<file path="config.mk">
export PLATFORM = sky130hd
export DESIGN_NAME = status_register_unit_flat
export DESIGN_NICKNAME = d
export VERILOG_FILES = /design/src/rtl/status_register_unit_pkg.sv /design/src/rtl/status_register_unit_if.sv /design/src/rtl/status_shadow_stack.sv /design/src/rtl/status_register_unit.sv /design/src/flat_wrapper.sv
export SDC_FILE = /design/constraint.sdc
export NUM_CORES = 1
export LEC_CHECK = 0
export BUFFER_PORTS_ARGS = -buffer_cell sky130_fd_sc_hd__buf_4
export CAP_MARGIN = 0
export CORE_ASPECT_RATIO = 1.75
export CORE_MARGIN = 1
export CORE_UTILIZATION = 43
export DETAILED_ROUTE_END_ITERATION = 8
export PLACE_DENSITY = 0.83
export REMOVE_ABC_BUFFERS = 1
export SKIP_CTS_REPAIR_TIMING = 1
export SLEW_MARGIN = 20
export SYNTH_ARGS = -nofsm -noshare
export SYNTH_HDL_FRONTEND = slang
export SYNTH_SLANG_ARGS = --single-unit
</file>
<file path="constraint.sdc">
create_clock -name clk -period 2.7 [get_ports clk]
set_input_delay 0.675 -clock clk [delete_from_list [all_inputs] [get_ports clk]]
set_output_delay 0.675 -clock clk [all_outputs]
set_load 0.02 [all_outputs]
</file>
<file path="src/rtl/status_register_unit_pkg.sv">
// Shared status-flag definitions for the ALU status path and branch logic.
// Flag bit positions and the ALU operation class encoding.
package status_register_unit_pkg;

    localparam int FLAG_W = 4;
    localparam int FLAG_C = 0;
    localparam int FLAG_Z = 1;
    localparam int FLAG_N = 2;
    localparam int FLAG_V = 3;

    typedef enum logic [1:0] {
        OP_ADD   = 2'd0,
        OP_SUB   = 2'd1,
        OP_LOGIC = 2'd2,
        OP_SHIFT = 2'd3
    } op_class_e;

    function automatic logic add_ovf(
        input logic a,
        input logic b,
        input logic r
    );
        return (a == b) && (r != a);
    endfunction

    function automatic logic sub_ovf(
        input logic a,
        input logic b,
        input logic r
    );
        return (a != b) && (r != a);
    endfunction

endpackage

</file>
<file path="src/rtl/status_register_unit_if.sv">
// Bundle between the execute stage and the status register unit.
// The master drives ALU results and control strobes; the slave returns flags.
interface status_register_unit_if #(
    parameter int WORD_W = 16
);
    import status_register_unit_pkg::*;

    logic                flag_upd;
    logic [FLAG_W-1:0]   flag_mask;
    op_class_e           op_class;
    logic                byte_mode;
    logic [WORD_W-1:0]   op_a;
    logic [WORD_W-1:0]   op_b;
    logic [WORD_W-1:0]   result;
    logic                alu_carry;
    logic                shift_out;
    logic                psw_wr;
    logic [FLAG_W-1:0]   psw_wdata;
    logic                push;
    logic                pop;
    logic                err_clr;
    logic [FLAG_W-1:0]   status;
    logic                shadow_full;
    logic                shadow_empty;
    logic                err_ovf;
    logic                err_unf;

    modport master (
        output flag_upd, flag_mask, op_class, byte_mode,
        output op_a, op_b, result, alu_carry, shift_out,
        output psw_wr, psw_wdata, push, pop, err_clr,
        input  status, shadow_full, shadow_empty,
        input  err_ovf, err_unf
    );

    modport slave (
        input  flag_upd, flag_mask, op_class, byte_mode,
        input  op_a, op_b, result, alu_carry, shift_out,
        input  psw_wr, psw_wdata, push, pop, err_clr,
        output status, shadow_full, shadow_empty,
        output err_ovf, err_unf
    );

endinterface

</file>
<file path="src/rtl/status_shadow_stack.sv">
// LIFO of saved status words with sticky overflow/underflow indicators.
// A simultaneous push and pop is rejected as both an overflow and an underflow.
module status_shadow_stack
    import status_register_unit_pkg::*;
#(
    parameter int DEPTH = 4
) (
    input  logic              clk,
    input  logic              rst_n,
    input  logic              push,
    input  logic              pop,
    input  logic              err_clr,
    input  logic [FLAG_W-1:0] wr_data,
    output logic [FLAG_W-1:0] rd_data,
    output logic              pop_ok,
    output logic              full,
    output logic              empty,
    output logic              ovf,
    output logic              unf
);
    localparam int AW = $clog2(DEPTH);
    localparam int CW = AW + 1;

    logic [CW-1:0]     count_q;
    logic [FLAG_W-1:0] mem [DEPTH];
    logic [AW-1:0]     wr_ptr;
    logic [AW-1:0]     rd_ptr;
    logic              push_ok;
    logic              both;
    logic              set_ovf;
    logic              set_unf;

    assign full    = (count_q == CW'(DEPTH));
    assign empty   = (count_q == '0);
    assign both    = push & pop;
    assign push_ok = push & ~pop & ~full;
    assign pop_ok  = pop & ~push & ~empty;
    assign set_ovf = both | (push & full);
    assign set_unf = both | (pop & empty);

    // A full stack wraps wr_ptr to 0, so rd_ptr still lands on the top entry.
    assign wr_ptr  = count_q[AW-1:0];
    assign rd_ptr  = wr_ptr - AW'(1);
    assign rd_data = mem[rd_ptr];

    always_ff @(posedge clk or negedge rst_n) begin
        if (!rst_n) begin
            count_q <= '0;
            ovf     <= 1'b0;
            unf     <= 1'b0;
        end else begin
            if (push_ok) begin
                count_q <= count_q + CW'(1);
            end else if (pop_ok) begin
                count_q <= count_q - CW'(1);
            end
            ovf <= set_ovf | (ovf & ~err_clr);
            unf <= set_unf | (unf & ~err_clr);
        end
    end

    always_ff @(posedge clk) begin
        if (push_ok) begin
            mem[wr_ptr] <= wr_data;
        end
    end

endmodule

</file>
<file path="src/rtl/status_register_unit.sv">
// Processor status word: ALU flag generation, direct load and save/restore.
// Load priority is direct write, then restore, then ALU flag update.
module status_register_unit
    import status_register_unit_pkg::*;
#(
    parameter int WORD_W       = 16,
    parameter int SHADOW_DEPTH = 4
) (
    input  logic                 clk,
    input  logic                 rst_n,
    status_register_unit_if.slave bus
);
    logic [FLAG_W-1:0] status_q;
    logic [FLAG_W-1:0] status_d;
    logic [FLAG_W-1:0] calc;
    logic [FLAG_W-1:0] upd;
    logic [FLAG_W-1:0] shadow_data;
    logic              pop_ok;
    logic              a_msb;
    logic              b_msb;
    logic              r_msb;
    logic              r_zero;

    status_shadow_stack #(
        .DEPTH (SHADOW_DEPTH)
    ) u_shadow (
        .clk     (clk),
        .rst_n   (rst_n),
        .push    (bus.push),
        .pop     (bus.pop),
        .err_clr (bus.err_clr),
        .wr_data (status_q),
        .rd_data (shadow_data),
        .pop_ok  (pop_ok),
        .full    (bus.shadow_full),
        .empty   (bus.shadow_empty),
        .ovf     (bus.err_ovf),
        .unf     (bus.err_unf)
    );

    always_comb begin
        a_msb  = bus.byte_mode ? bus.op_a[7]   : bus.op_a[WORD_W-1];
        b_msb  = bus.byte_mode ? bus.op_b[7]   : bus.op_b[WORD_W-1];
        r_msb  = bus.byte_mode ? bus.result[7] : bus.result[WORD_W-1];
        r_zero = bus.byte_mode ? ~|bus.result[7:0] : ~|bus.result;

        calc         = status_q;
        calc[FLAG_N] = r_msb;
        calc[FLAG_Z] = r_zero;
        unique case (bus.op_class)
            OP_ADD: begin
                calc[FLAG_C] = bus.alu_carry;
                calc[FLAG_V] = add_ovf(a_msb, b_msb, r_msb);
            end
            OP_SUB: begin
                calc[FLAG_C] = bus.alu_carry;
                calc[FLAG_V] = sub_ovf(a_msb, b_msb, r_msb);
            end
            OP_SHIFT: begin
                calc[FLAG_C] = bus.shift_out;
                calc[FLAG_V] = 1'b0;
            end
            default: ;
        endcase

        // LOGIC leaves calc C/V at the held value, so the mask cannot move them.
        upd = status_q;
        for (int i = 0; i < FLAG_W; i++) begin
            if (bus.flag_mask[i]) upd[i] = calc[i];
        end

        status_d = status_q;
        if (bus.psw_wr) begin
            status_d = bus.psw_wdata;
        end else if (pop_ok) begin
            status_d = shadow_data;
        end else if (bus.flag_upd) begin
            status_d = upd;
        end
    end

    always_ff @(posedge clk or negedge rst_n) begin
        if (!rst_n) begin
            status_q <= '0;
        end else begin
            status_q <= status_d;
        end
    end

    assign bus.status = status_q;

endmodule

</file>
<file path="src/flat_wrapper.sv">
// flat-port wrapper written by rule: the top's interface ports become plain ports
module status_register_unit_flat import status_register_unit_pkg::*;
#(
    parameter int WORD_W       = 16,
    parameter int SHADOW_DEPTH = 4
)
  (clk, rst_n, bus_flag_upd, bus_flag_mask, bus_op_class, bus_byte_mode, bus_op_a, bus_op_b, bus_result, bus_alu_carry, bus_shift_out, bus_psw_wr, bus_psw_wdata, bus_push, bus_pop, bus_err_clr, bus_status, bus_shadow_full, bus_shadow_empty, bus_err_ovf, bus_err_unf);
  status_register_unit_if #(.WORD_W(WORD_W)) bus_i ();
  input  logic clk;
  input  logic rst_n;
  input wire logic [$bits(bus_i.flag_upd)-1:0] bus_flag_upd;
  input wire logic [$bits(bus_i.flag_mask)-1:0] bus_flag_mask;
  input wire logic [$bits(bus_i.op_class)-1:0] bus_op_class;
  input wire logic [$bits(bus_i.byte_mode)-1:0] bus_byte_mode;
  input wire logic [$bits(bus_i.op_a)-1:0] bus_op_a;
  input wire logic [$bits(bus_i.op_b)-1:0] bus_op_b;
  input wire logic [$bits(bus_i.result)-1:0] bus_result;
  input wire logic [$bits(bus_i.alu_carry)-1:0] bus_alu_carry;
  input wire logic [$bits(bus_i.shift_out)-1:0] bus_shift_out;
  input wire logic [$bits(bus_i.psw_wr)-1:0] bus_psw_wr;
  input wire logic [$bits(bus_i.psw_wdata)-1:0] bus_psw_wdata;
  input wire logic [$bits(bus_i.push)-1:0] bus_push;
  input wire logic [$bits(bus_i.pop)-1:0] bus_pop;
  input wire logic [$bits(bus_i.err_clr)-1:0] bus_err_clr;
  output wire logic [$bits(bus_i.status)-1:0] bus_status;
  output wire logic [$bits(bus_i.shadow_full)-1:0] bus_shadow_full;
  output wire logic [$bits(bus_i.shadow_empty)-1:0] bus_shadow_empty;
  output wire logic [$bits(bus_i.err_ovf)-1:0] bus_err_ovf;
  output wire logic [$bits(bus_i.err_unf)-1:0] bus_err_unf;
  assign bus_i.flag_upd = bus_flag_upd;
  assign bus_i.flag_mask = bus_flag_mask;
  assign bus_i.op_class = bus_op_class;
  assign bus_i.byte_mode = bus_byte_mode;
  assign bus_i.op_a = bus_op_a;
  assign bus_i.op_b = bus_op_b;
  assign bus_i.result = bus_result;
  assign bus_i.alu_carry = bus_alu_carry;
  assign bus_i.shift_out = bus_shift_out;
  assign bus_i.psw_wr = bus_psw_wr;
  assign bus_i.psw_wdata = bus_psw_wdata;
  assign bus_i.push = bus_push;
  assign bus_i.pop = bus_pop;
  assign bus_i.err_clr = bus_err_clr;
  assign bus_status = bus_i.status;
  assign bus_shadow_full = bus_i.shadow_full;
  assign bus_shadow_empty = bus_i.shadow_empty;
  assign bus_err_ovf = bus_i.err_ovf;
  assign bus_err_unf = bus_i.err_unf;
  status_register_unit #(.WORD_W(WORD_W), .SHADOW_DEPTH(SHADOW_DEPTH)) u_core (.clk(clk), .rst_n(rst_n), .bus(bus_i));
endmodule
</file>
==> impl_metrics.csv <==
group,metric,value,unit
sta,hold_viol,0,
run_status,status,"finished, violations left",
worst_setup_path,path_max_fanout,5,
floorplan,fp.dieW,43.6,um
clock_tree,ctsLongestPathBuffers,2,
layout,seq_area,706,sq um
clock_tree,cts_tree,"yes",
worst_setup_path,crit_arrival,1.37,ns
floorplan,rows,26,
layout,synthToLayoutAreaGrowth,33.9,%
logic_synthesis,synth_area,0.00130,sq mm
run_status,violations,"DRC",
sta,final.setup.tns,0,ns
sta,fmax,488,MHz
route,ant_nets,0,
logic_synthesis,yosysSeqAreaShare,54.1,%
route,drt_pass1_iterations,6,
layout,antenna_cells,0,
power_and_ir_drop,vdd_ir_drop_max,0.668,mV
global_route,grt_max_degree,17,
logic_synthesis,ys_seq_elements,25,
worst_setup_path,required,2.03,ns
global_route,antenna_found_initial,0,
sta,worst_pin_slew,0.419,ns
floorplan,core_area,0.00290,sq mm
clock_tree,cts_max_level,1,
global_route,grt_pass1_vias,1009,
logic_synthesis,synth.distinct_cells,27,
worst_setup_path,critical_path_class,"reg -> out",
global_route,grt_pass1_wl,4420,um
route,drtIter0Drc,23,
logic_synthesis,synth_compound_area_share,10.7,%
logic_synthesis,synth_fa_ha_area_share,4.80,%
route,via_per_inst,5.62,
global_route,grt_usage,18.9,%
clock_tree,clk_pin_slew,0.09,ns
placement,place_area,0.00170,sq mm
logic_synthesis,synth.avg_cell_area,12.2,sq um
route,drc,3,
placement,io_buffers,47,
logic_synthesis,synthMuxAreaShare,11.8,%
min_path,min_path_type,"in -> async",
logic_synthesis,synth_xor_area_share,2.02,%
sta,slew_viol_final,0,
clock_tree,cts_num_sinks,25,
logic_synthesis,yosys.area_share.simple,13.7,%
clock_tree,cts_root_buffer,"clkbuf_8",
placement,place.gp.congestion,0.806,
route,wl_per_cell,16.0,um
power_and_ir_drop,p_total,1.31,mW
floorplan,ios,76,
sta,skew,0.00581,ns
worst_setup_path,crit_path_end_kind,"output pin",
sta,setup_viol,0,
route,routed_wl,2970,um
job,drv_cap,0,
clock_tree,cts_made_buffers,3,
sta,grt_setup_unrepaired,"false",
floorplan,die_area,0.00326,sq mm
clock_tree,clkLatencyLatePin,0.27,ns
layout,multiInputGateArea,561,sq um
logic_synthesis,synth_top_family_by_area,"simple AND/OR/NAND/NOR gates",
floorplan,die_h,74.8,um
placement,dp_hpwl,2540,um
global_route,grt-ovfl-total,0,
power_and_ir_drop,pwr_density_cell,753,mW/mm^2
sta,slew_headroom,71.8,%
layout,final_area,0.00175,sq mm
layout,drive_above_1_share,39.2,%
logic_synthesis,ys_warn_count,0,
layout,nFillCells,243,
worst_setup_path,reg2reg_slack,0.71,ns
layout,final_nets,232,
sta,period_share,75.8,%
sta,layout_min_cycle_time,2.05,ns
layout,mostFrequentLayoutCell,"buf_4",
floorplan,start_util,45.0,%
worst_setup_path,cp-start-kind,"flop",
route,vias,1045,
layout,layout_common_cells,"48 x buf_4, 16 x edfxtp_1, 10 x nand2_1, 9 x inv_1, 9 x dfrtp_1",
logic_synthesis,synthCells,107,
power_and_ir_drop,p_leak,0.771,nW
[routing by layer]
metal	vias up	track usage [%]	routed length (um)
li1	506	-	-
met1	499	19.4	1020
met2	35	37.1	1760
met3	5	2.16	129
met4	0	7.99	65
met5	-	0	0
[path summary, 6_finish.rpt]
kind                                            startpoint                          to  cells after the start
worst max-delay path            u_core.u_shadow.count_q[1]            bus_shadow_empty                      5
worst min-delay path                                 rst_n  u_core.u_shadow.count_q[1]                      1
worst max register to register  u_core.u_shadow.count_q[1]  u_core.u_shadow.count_q[2]                      9
worst min register to register  u_core.u_shadow.count_q[2]  u_core.u_shadow.count_q[2]                      1
max in group asynchronous                            rst_n        u_core.bus.status[3]                      1
min in group clk                u_core.u_shadow.count_q[2]  u_core.u_shadow.count_q[2]                      1
[logic make-up (layout without fill, tap and decap cells)]
group           Yosys count  after routing
simple gates             33             33
flops                    25             25
compound gates           21             21
mux                      10             10
buf+inv                  10             61
fa+ha+maj                 5              5
xor+xnor                  3              3
[stage by stage]
step	std cells	util [%]	setup WS (ns)	hold WS, ns
3_3_place_gp	182	58.6	0.603	0.470
3_5_place_dp	182	58.6	0.578	0.480
2_1_floorplan	106	-	0.663	0.379
5_1_grt	186	60.3	0.532	0.209
6_report	186	60.3	0.652	0.211
4_1_cts	186	60.3	0.633	0.209
[cell usage after synthesis]
master,number,share of area (%)
edfxtp_1,16,37
o211ai_1,1,0.58
and3_1,2,0.96
and2_1,4,1.9
mux4_2,4,6.9
o22ai_1,4,1.9
nor2_1,3,0.86
a41oi_1,2,1.3
mux2i_1,3,2.3
a2111oi_2,1,1.2
nand3_1,3,1.2
xnor2_1,3,2.0
or4_1,2,1.2
nand2b_1,4,1.9
a21oi_1,3,1.2
or3b_4,1,0.86
nand3b_1,1,0.58
mux2_2,3,2.6
nor4_1,3,1.4
inv_1,9,2.6
o31ai_2,1,0.96
a31oi_1,1,0.48
nand2_1,10,2.9
dfrtp_1,9,17
ha_1,5,4.8
o21ai_0,8,3.1
clkbuf_1,1,0.29
[where the power goes]
group / total (mW) / switching [mW] / internal, mW
combinational: 0.549 / 0.280 / 0.269
sequential: 0.539 / 0.0514 / 0.488
clock: 0.225 / 0.117 / 0.108
[flip-flops by register name, indices dropped and copies added, names as in the netlist]
signal / count
u_core.u_shadow.mem: 16
u_core.bus.status: 4
u_core.u_shadow.count_q: 3
u_core.u_shadow.ovf: 1
u_core.u_shadow.unf: 1
[layout make-up]
cell class	instances	area share, %
well taps	28	2.01
repair buffers	48	20.6
inverters	9	1.94
clock inverters	1	0.502
clock buffers	3	2.37
multi-input cells	72	32.1
flip-flops and latches	25	40.4
[critical path, stage by stage, from the launching register on]
cell	delay, ns
dfrtp_1	0.43
inv_1	0.11
ha_1	0.20
nand2b_1	0.13
inv_1	0.07
buf_4	0.16
(Power assumes the default switching activity.)
